===== src/rtl/ddr_lane_pause_pkg.sv =====
// Shared types and constants for the DDR lane clock-pause sequencer.
// The optional grant watchdog is enabled by defining DDR_LANE_PAUSE_TIMEOUT_EN.
package ddr_lane_pause_pkg;

  localparam int CNT_W   = 4;
  localparam int WDOG_W  = 16;
  localparam int MAX_REQ = 8;

  typedef enum logic [2:0] {
    ST_IDLE    = 3'd0,
    ST_SETUP   = 3'd1,
    ST_GRANTED = 3'd2,
    ST_HOLD    = 3'd3,
    ST_GAP     = 3'd4
  } state_e;

  // Index width for n requesters; never zero so a single requester still has a pointer bit.
  function automatic int idx_w(input int n);
    return (n > 1) ? $clog2(n) : 1;
  endfunction

endpackage


===== src/rtl/ddr_lane_pause_rr_arb.sv =====
// Combinational round-robin pick: first asserted request at or after ptr, wrapping to index 0.
module ddr_lane_pause_rr_arb
  import ddr_lane_pause_pkg::*;
#(
  parameter int NUM_REQ = 4,
  parameter int SEL_W   = idx_w(NUM_REQ)
) (
  input  logic [NUM_REQ-1:0] req,
  input  logic [SEL_W-1:0]   ptr,
  output logic               win_vld,
  output logic [NUM_REQ-1:0] win_oh,
  output logic [SEL_W-1:0]   win_idx
);

  // Upper pass covers indices >= ptr; the lower pass only fires when nothing
  // there is requesting, so it naturally picks the wrapped-around winner.
  always_comb begin
    win_vld = 1'b0;
    win_oh  = '0;
    win_idx = '0;
    for (int i = 0; i < NUM_REQ; i++) begin
      if (!win_vld && req[i] && (i >= int'(ptr))) begin
        win_vld    = 1'b1;
        win_oh[i]  = 1'b1;
        win_idx    = SEL_W'(i);
      end
    end
    for (int i = 0; i < NUM_REQ; i++) begin
      if (!win_vld && req[i]) begin
        win_vld    = 1'b1;
        win_oh[i]  = 1'b1;
        win_idx    = SEL_W'(i);
      end
    end
  end

endmodule


===== src/rtl/ddr_lane_pause_sequencer.sv =====
// Arbitrates lane clock-pause requests and sequences HS_IO_CLK_PAUSE with setup, hold and gap.
// Define DDR_LANE_PAUSE_TIMEOUT_EN to build the grant watchdog and sticky timeout_err.
module ddr_lane_pause_sequencer
  import ddr_lane_pause_pkg::*;
#(
  parameter int NUM_REQ        = 4,
  parameter int PRE_CYCLES     = 2,
  parameter int POST_CYCLES    = 2,
  parameter int GAP_CYCLES     = 4,
  parameter int TIMEOUT_CYCLES = 255
) (
  input  logic               CLK,
  input  logic               RESET,
  input  logic [NUM_REQ-1:0] req,
  output logic [NUM_REQ-1:0] grant,
  output logic               HS_IO_CLK_PAUSE,
  output logic               busy,
  output logic               timeout_err,
  output state_e             dbg_state
);

  localparam int SEL_W = idx_w(NUM_REQ);
  localparam logic [CNT_W-1:0] PRE_LD   = CNT_W'(PRE_CYCLES - 1);
  localparam logic [CNT_W-1:0] POST_LD  = CNT_W'(POST_CYCLES - 1);
  localparam logic [CNT_W-1:0] GAP_LD   = CNT_W'(GAP_CYCLES - 1);
  localparam logic [SEL_W-1:0] LAST_IDX = SEL_W'(NUM_REQ - 1);

  state_e             state_q, state_d;
  logic [CNT_W-1:0]   cnt_q, cnt_d;
  logic [NUM_REQ-1:0] sel_oh_q, sel_oh_d;
  logic [SEL_W-1:0]   ptr_q, ptr_d;
  logic [NUM_REQ-1:0] grant_q, grant_d;
  logic               pause_q, pause_d;
  logic               busy_q, busy_d;

  logic [NUM_REQ-1:0] elig;
  logic               win_vld;
  logic [NUM_REQ-1:0] win_oh;
  logic [SEL_W-1:0]   win_idx;
  logic               req_sel;
  logic               wdog_hit;

  assign req_sel = |(req & sel_oh_q);

  ddr_lane_pause_rr_arb #(
    .NUM_REQ (NUM_REQ),
    .SEL_W   (SEL_W)
  ) u_arb (
    .req     (elig),
    .ptr     (ptr_q),
    .win_vld (win_vld),
    .win_oh  (win_oh),
    .win_idx (win_idx)
  );

`ifdef DDR_LANE_PAUSE_TIMEOUT_EN
  localparam logic [WDOG_W-1:0] WDOG_LIM = WDOG_W'(TIMEOUT_CYCLES - 1);

  logic [WDOG_W-1:0]  wdog_q, wdog_d;
  logic [NUM_REQ-1:0] blk_q, blk_d;
  logic               terr_q, terr_d;

  // A timed-out requester stays masked from arbitration until it lowers req.
  assign wdog_hit = (state_q == ST_GRANTED) && req_sel && (wdog_q >= WDOG_LIM);
  assign elig     = req & ~blk_q;

  always_comb begin
    wdog_d = wdog_q;
    blk_d  = blk_q & req;
    terr_d = terr_q;
    if (state_q != ST_GRANTED) begin
      wdog_d = '0;
    end else if (wdog_q != {WDOG_W{1'b1}}) begin
      wdog_d = wdog_q + WDOG_W'(1);
    end
    if (wdog_hit) begin
      blk_d  = blk_d | sel_oh_q;
      terr_d = 1'b1;
    end
  end

  always_ff @(posedge CLK or posedge RESET) begin
    if (RESET) begin
      wdog_q <= '0;
      blk_q  <= '0;
      terr_q <= 1'b0;
    end else begin
      wdog_q <= wdog_d;
      blk_q  <= blk_d;
      terr_q <= terr_d;
    end
  end

  assign timeout_err = terr_q;
`else
  logic unused_cfg;

  assign unused_cfg  = (TIMEOUT_CYCLES != 0);
  assign wdog_hit    = 1'b0;
  assign elig        = req;
  assign timeout_err = 1'b0;
`endif

  always_comb begin
    state_d  = state_q;
    cnt_d    = cnt_q;
    sel_oh_d = sel_oh_q;
    ptr_d    = ptr_q;
    grant_d  = grant_q;
    pause_d  = pause_q;
    case (state_q)
      ST_IDLE: begin
        grant_d = '0;
        pause_d = 1'b0;
        if (win_vld) begin
          sel_oh_d = win_oh;
          ptr_d    = (win_idx == LAST_IDX) ? '0 : win_idx + SEL_W'(1);
          pause_d  = 1'b1;
          cnt_d    = PRE_LD;
          state_d  = ST_SETUP;
        end
      end
      // Setup always runs to completion, even if the winner has already let go.
      ST_SETUP: begin
        if (cnt_q == '0) begin
          grant_d = sel_oh_q;
          state_d = ST_GRANTED;
        end else begin
          cnt_d = cnt_q - CNT_W'(1);
        end
      end
      ST_GRANTED: begin
        if (!req_sel || wdog_hit) begin
          grant_d = '0;
          cnt_d   = POST_LD;
          state_d = ST_HOLD;
        end
      end
      ST_HOLD: begin
        if (cnt_q == '0) begin
          pause_d = 1'b0;
          cnt_d   = GAP_LD;
          state_d = ST_GAP;
        end else begin
          cnt_d = cnt_q - CNT_W'(1);
        end
      end
      ST_GAP: begin
        if (cnt_q == '0) begin
          state_d = ST_IDLE;
        end else begin
          cnt_d = cnt_q - CNT_W'(1);
        end
      end
      default: begin
        grant_d = '0;
        pause_d = 1'b0;
        state_d = ST_IDLE;
      end
    endcase
    busy_d = (state_d != ST_IDLE);
  end

  always_ff @(posedge CLK or posedge RESET) begin
    if (RESET) begin
      state_q  <= ST_IDLE;
      cnt_q    <= '0;
      sel_oh_q <= '0;
      ptr_q    <= '0;
      grant_q  <= '0;
      pause_q  <= 1'b0;
      busy_q   <= 1'b0;
    end else begin
      state_q  <= state_d;
      cnt_q    <= cnt_d;
      sel_oh_q <= sel_oh_d;
      ptr_q    <= ptr_d;
      grant_q  <= grant_d;
      pause_q  <= pause_d;
      busy_q   <= busy_d;
    end
  end

  assign grant           = grant_q;
  assign HS_IO_CLK_PAUSE = pause_q;
  assign busy            = busy_q;
  assign dbg_state       = state_q;

endmodule

===== config.mk =====
export PLATFORM = sky130hd
export DESIGN_NAME = ddr_lane_pause_sequencer
export DESIGN_NICKNAME = d
export VERILOG_FILES = /design/src/rtl/ddr_lane_pause_pkg.sv /design/src/rtl/ddr_lane_pause_rr_arb.sv /design/src/rtl/ddr_lane_pause_sequencer.sv
export SDC_FILE = /design/constraint.sdc
export NUM_CORES = 1
export LEC_CHECK = 0
export CAP_MARGIN = 20
export CORE_MARGIN = 8
export CORE_UTILIZATION = 47
export DETAILED_ROUTE_END_ITERATION = 7
export HOLD_SLACK_MARGIN = 0.05
export PLACE_DENSITY = 0.81
export SLEW_MARGIN = 20
export SYNTH_ARGS = -nofsm -noshare
export SYNTH_HDL_FRONTEND = slang
export SYNTH_SLANG_ARGS = --single-unit

===== constraint.sdc =====
create_clock -name CLK -period 1.72 [get_ports CLK]
set_input_delay 0.344 -clock CLK [delete_from_list [all_inputs] [get_ports CLK]]
set_output_delay 0.344 -clock CLK [all_outputs]
set_load 0.03 [all_outputs]

; Word level (Yosys, flattened, before mapping)
; Index checks and enable logic that the tools add are counted.
[totals]
ff_bits = 19
in_bits = 6
output_inout_bits = 10
elab_cells = 94
[classes]
add_sub_neg = 2
magnitude_cmp = 3
n_eq_ne = 10
mux = 40
bitwise = 3
n_reduce_logical = 29
[op_table]
columns = op, n
row1 = $mux 4, 6
row2 = $mux 1, 18
row3 = $pmux 4 s4, 1
row4 = $mux 3, 5
row5 = $pmux 3 s5, 1
row6 = $mux 2, 7
row7 = $pmux 4 s3, 1
row8 = $logic_and 1x1->1, 10
row9 = $ne 2x2->1 const B, 4
row10 = $logic_not 1->1, 7
row11 = $eq 3x2->1 const B, 2
row12 = $and 4x4->4, 1
row13 = $ge 1x2->1 const A, 2
row14 = $logic_not 4->1, 1
row15 = $reduce_and 2->1, 2
row16 = $reduce_and 4->1, 1
row17 = $reduce_bool 4->1, 1
row18 = $reduce_or 2->1, 2
row19 = $reduce_or 4->1, 1
row20 = $sub 4x1->4 const B, 1
row21 = $eq 3x1->1 const B, 1
row22 = $eq 3x3->1 const B, 1
row23 = $logic_not 3->1, 1
row24 = $pmux 1 s3, 1
row25 = 8 further kinds, 9

; Longest topological paths before layout
[depth]
ltp_word = 29
mapped_depth = 6
ltp_nobuf = 6

; By module
; Synthesis repeated with hierarchy kept, for this count alone.
[unflattened]
hier_cells = 127
hier_area_um2 = 1261.2
[modules_own_cells]
columns = mod, n_inst, cells_each, area_per_inst_um2, seq_area_each_um2
row1 = ddr_lane_pause_sequencer, 1, 94, 1038.5, 475.5
row2 = ddr_lane_pause_rr_arb, 1, 33, 222.7, 0.0

; Least setup slack after synthesis
; OpenSTA, ideal clock, no wires.
[synth_timing]
kind = register to register
startpoint = reg state_q[0], in the netlist dbg_state[0]
endpoint = reg cnt_q[1]
setup_ns = 0.125
arrival_ns = 1.769
t_required_ns = 1.595
setup_slack_ns = -0.174
path_stages_with_launch = 6
path_buffers = 1
synth_period_minus_slack_ns = 1.894
cell_sequence = dfrtp_1 buf_6 or3b_4 a21o_1 a21o_1 mux2_4
[synth_between]
elab_chain_len = 4
elab_cells_between_ends = 12
classes_between = eq/ne (7) / mux (1) / reduce/logical (4)
[synth_rtl]
columns = element, line_no
row1 = from (decl), ddr_lane_pause_sequencer.sv:28  ; state_e state_q, state_d;
row2 = from (signal assigned), ddr_lane_pause_sequencer.sv:174  ; state_q <= state_d;
row3 = $eq 3x3->1 or $eq 3x1->1 (tied branches), ddr_lane_pause_sequencer.sv:111  ; case (state_q)
row4 = $reduce_or 2->1 (no source line), n/a
row5 = $ne 2x2->1 (no source line) or $reduce_bool 4->1 (tied branches), n/a
row6 = $reduce_and 4->1 (no source line), n/a
row7 = to (signal assigned), ddr_lane_pause_sequencer.sv:175  ; cnt_q <= cnt_d;
row8 = to (decl), ddr_lane_pause_sequencer.sv:29  ; logic [CNT_W-1:0] cnt_q, cnt_d;
; Several ways; a longest one is shown, not always the timed one.
; A chain may end at the register's enable or synchronous reset.

; Final worst setup path
[layout_timing]
startpoint = reg cnt_q[0]
endpoint = reg cnt_q[1]
[layout_between]
elab_chain_len = 3
elab_cells_between_ends = 7
classes_between = add/sub (1) / eq/ne (1) / mux (3) / reduce/logical (2)
[layout_rtl]
columns = element, line_no
row1 = $sub 4x1->4 or $logic_not 4->1 (tied branches), n/a
row2 = "$mux 4, or another cell as far along", "ddr_lane_pause_sequencer.sv:125, ddr_lane_pause_sequencer.sv:149"
row3 = $pmux 4 s4 or $reduce_and 4->1 (tied branches), n/a
; Several ways; a longest one is shown, not always the timed one. The select of a mux whose other input is x is not followed.

==> results.py <==
metrics = {
    "status": {
        "status": "finished with violations",
        "violations": "setup timing",
    },
    "global_route": {
        "first_global_vias": 979,
        "grt_remaining_overflow": 0,
        "grt_usage_pct": 12.5,
        "grt_pass1_wl_um": 4260,
        "grt_max_degree": 20,
        "antenna_found_initial": 0,
    },
    "hold_path": {
        "hold_class": "input pin to asynchronous set/reset pin",
    },
    "setup_path": {
        "critical_path_required_ns": 1.93,
        "crit_path_start_kind": "flip-flop",
        "path_class": "flip-flop to flip-flop",
        "endpoint_kind": "flip-flop",
        "critPathLaunch": "cnt_q[0]",
        "r2r-start": "cnt_q[0]",
        "r2r_setup_slack_ns": -0.03,
        "cp.arrival_ns": 1.96,
        "worstPathMaxFanout": 5,
    },
    "detailed_routing": {
        "drc": 0,
        "vias_per_cell": 5.67,
        "wl_per_cell_um": 15.2,
        "dr_total_vias": 1010,
        "met3WireLength_um": 122,
        "drt_iter0_drc": 28,
        "ant_nets": 0,
        "routed_wl_um": 2700,
        "met1_length_um": 1200,
        "met2_wirelength_um": 1350,
        "dr.pass1.iters": 4,
        "maxUsedRoutingLayer": "met4",
    },
    "timing": {
        "fmaxAchievable_ghz": 0.572,
        "hold_violations": 0,
        "min_period_over_period_pct": 102,
        "setup_violations": 5,
        "slew_headroom_pct": 66.3,
        "drv_slew": 0,
        "tns_ns": -0.0419,
        "skew_ns": 0.0102,
        "worst_pin_slew_ns": 0.501,
        "min_period_ns": 1.75,
        "rsz0062_at_grt": "yes",
        "setup_slack_ns": -0.0267,
    },
    "floorplan": {
        "dieArea_um2": 4110,
        "floorplan.rows": 17,
        "core_um2": 2210,
        "ios": 16,
        "start_util_pct": 49.2,
        "die_y_um": 64.1,
        "die_x_um": 64.1,
    },
    "yosys": {
        "synth_top_flop_cell": "dfrtp_1",
        "synth-seq-cells": 19,
        "syn_area_um2": 1090,
        "avgSynthCellArea_um2": 9.63,
        "yosys.area.top_type_share_pct": 43.7,
        "synth.distinct_cells": 46,
        "synth.area.top_cells": "dfrtp_1, a32o_1, o22ai_1, inv_1, nand2b_1",
        "syn-num-nets": 121,
        "synth-async-reset-ratio_pct": 100,
        "synth_edf_count": 0,
        "synthCells": 113,
        "synth_top_area_cell": "dfrtp_1",
        "yosysSeqAreaShare_pct": 43.7,
        "yosysWarnings": 0,
    },
    "placement": {
        "placed_cell_area_um2": 1370,
        "preCtsSetupSlack_ns": -0.318,
        "io_buffers": 14,
        "post-place-cells": 167,
        "place_congestion": 0.805,
        "dp_hpwl_um": 1940,
    },
    "clock_tree": {
        "clk_pin_slew_worst_paths_ns": 0.12,
        "cts_buffers": 3,
        "cts-root-buf": "clkbuf_4",
        "cts_tree": "yes",
        "cts_sinks": 19,
        "clock_path_buffers": 2,
        "clock_latency_ns": 0.31,
        "cts_hold_buf": 0,
        "h-tree-depth": 1,
    },
    "layout": {
        "finalNonFillerCells": 178,
        "fin_nets": 159,
        "num-fill-cells": 175,
        "syn_to_final_growth_pct": 36.3,
        "final_cell_area_um2": 1480,
        "layout-drive-gt1-share_pct": 28.7,
        "multi_input_area_um2": 577,
        "layout.area.seq_um2": 477,
        "antenna_cells": 0,
        "final_cell_mix": "buf_4, dfrtp_1, inv_1, clkdlybuf4s50_1",
        "final_common_cell": "buf_4",
    },
    "pwr": {
        "pwr-share-seq_pct": 28.6,
        "p_per_area_nw_per_um2": 1870,
        "combPwrFrac_pct": 62.9,
        "ir_drop_mv": 1.07,
        "p_sw_share_pct": 43.1,
        "cell_internal_pwr_uw": 1580,
        "clkPwrFrac_pct": 8.5,
        "p_leak_uw": 0.000740,
        "p_sw_uw": 1200,
    },
    "flow_run": {
        "drv_cap": 0,
    },
}
-- logic make-up after synthesis --
kind of cell | share of synthesized area [%]
compound gates | 28.4
simple gates | 15.1
flops | 43.7
buf+inv | 6.32
fa+ha+maj | 2.30
xor+xnor | 1.61
mux | 2.30
other cells | 0.344
-- sequential cells by signal, summed over array words and instances (netlist names) --
name	count
dbg_state	3
grant	4
cnt_q	4
sel_oh_q	4
ptr_q	2
busy	1
HS_IO_CLK_PAUSE	1
-- power groups by stage --
stage	registers (uW)	logic (uW)	clock network [uW]
2_1_floorplan	910	910	0
3_3_place_gp	774	1540	0
6_report	795	1750	235
4_1_cts	787	1680	242
3_5_place_dp	787	1580	0
5_1_grt	814	1900	256
-- cell type report --
class / count / area share (%)
repair buffers: 39 / 22.5
clock inverters: 1 / 0.337
flip-flops and latches: 19 / 32.1
inverters: 9 / 2.28
multi-input cells: 79 / 38.9
clock buffers: 3 / 1.52
well taps: 28 / 2.36
-- through the flow --
step / utilization, % / power [uW] / hold WS [ns]
2_1_floorplan: - / 1820 / 0.295
3_3_place_gp: 61.7 / 2310 / 0.507
3_5_place_dp: 61.7 / 2370 / 0.510
4_1_cts: 64.8 / 2710 / 0.373
5_1_grt: 67.1 / 2970 / 0.403
6_report: 67.1 / 2780 / 0.359
-- metal layers --
metal,vias up,GRT usage [%]
met5,-,0
met4,0,3.54
met3,5,4.18
met2,25,21.0
met1,485,15.0
li1,495,-
-- cell usage after synthesis, drive strengths merged, types with 2 or more instances --
library cell and count:
a211oi 2, nand2 7, nand2b 5, inv 9
nor2 5, clkbuf 3, a22oi 3, nor3b 2
xnor2 2, ha 2, dfrtp 19, buf 3
o21ai 7, a21o 2, a21oi 5, o22ai 6
or2 3, a32o 4
-- final timing paths --
path / endpoint / cells after the start
min in group CLK: grant[0] / 1
worst max register to register: cnt_q[1] / 7
worst min-delay path: HS_IO_CLK_PAUSE / 3
worst min register to register: grant[0] / 1
max in group asynchronous: dbg_state[0] / 3
worst max-delay path: cnt_q[1] / 7
-- what timing repair did --
item                       CTS  global route
gates resized for setup      9             7
pin swaps                    1             1
setup buffers                4             3
gates cloned                 0             0
setup endpoints to repair   10            11
-- worst max-delay path: stages, from the launching register on --
cell	delay [ns]
dfrtp_1	0.42
inv_2	0.09
ha_4	0.13
nor3b_4	0.24
buf_6	0.15
a21o_1	0.12
a21o_1	0.19
mux2_4	0.31
Note: power is estimated with default switching activity, not from simulation.
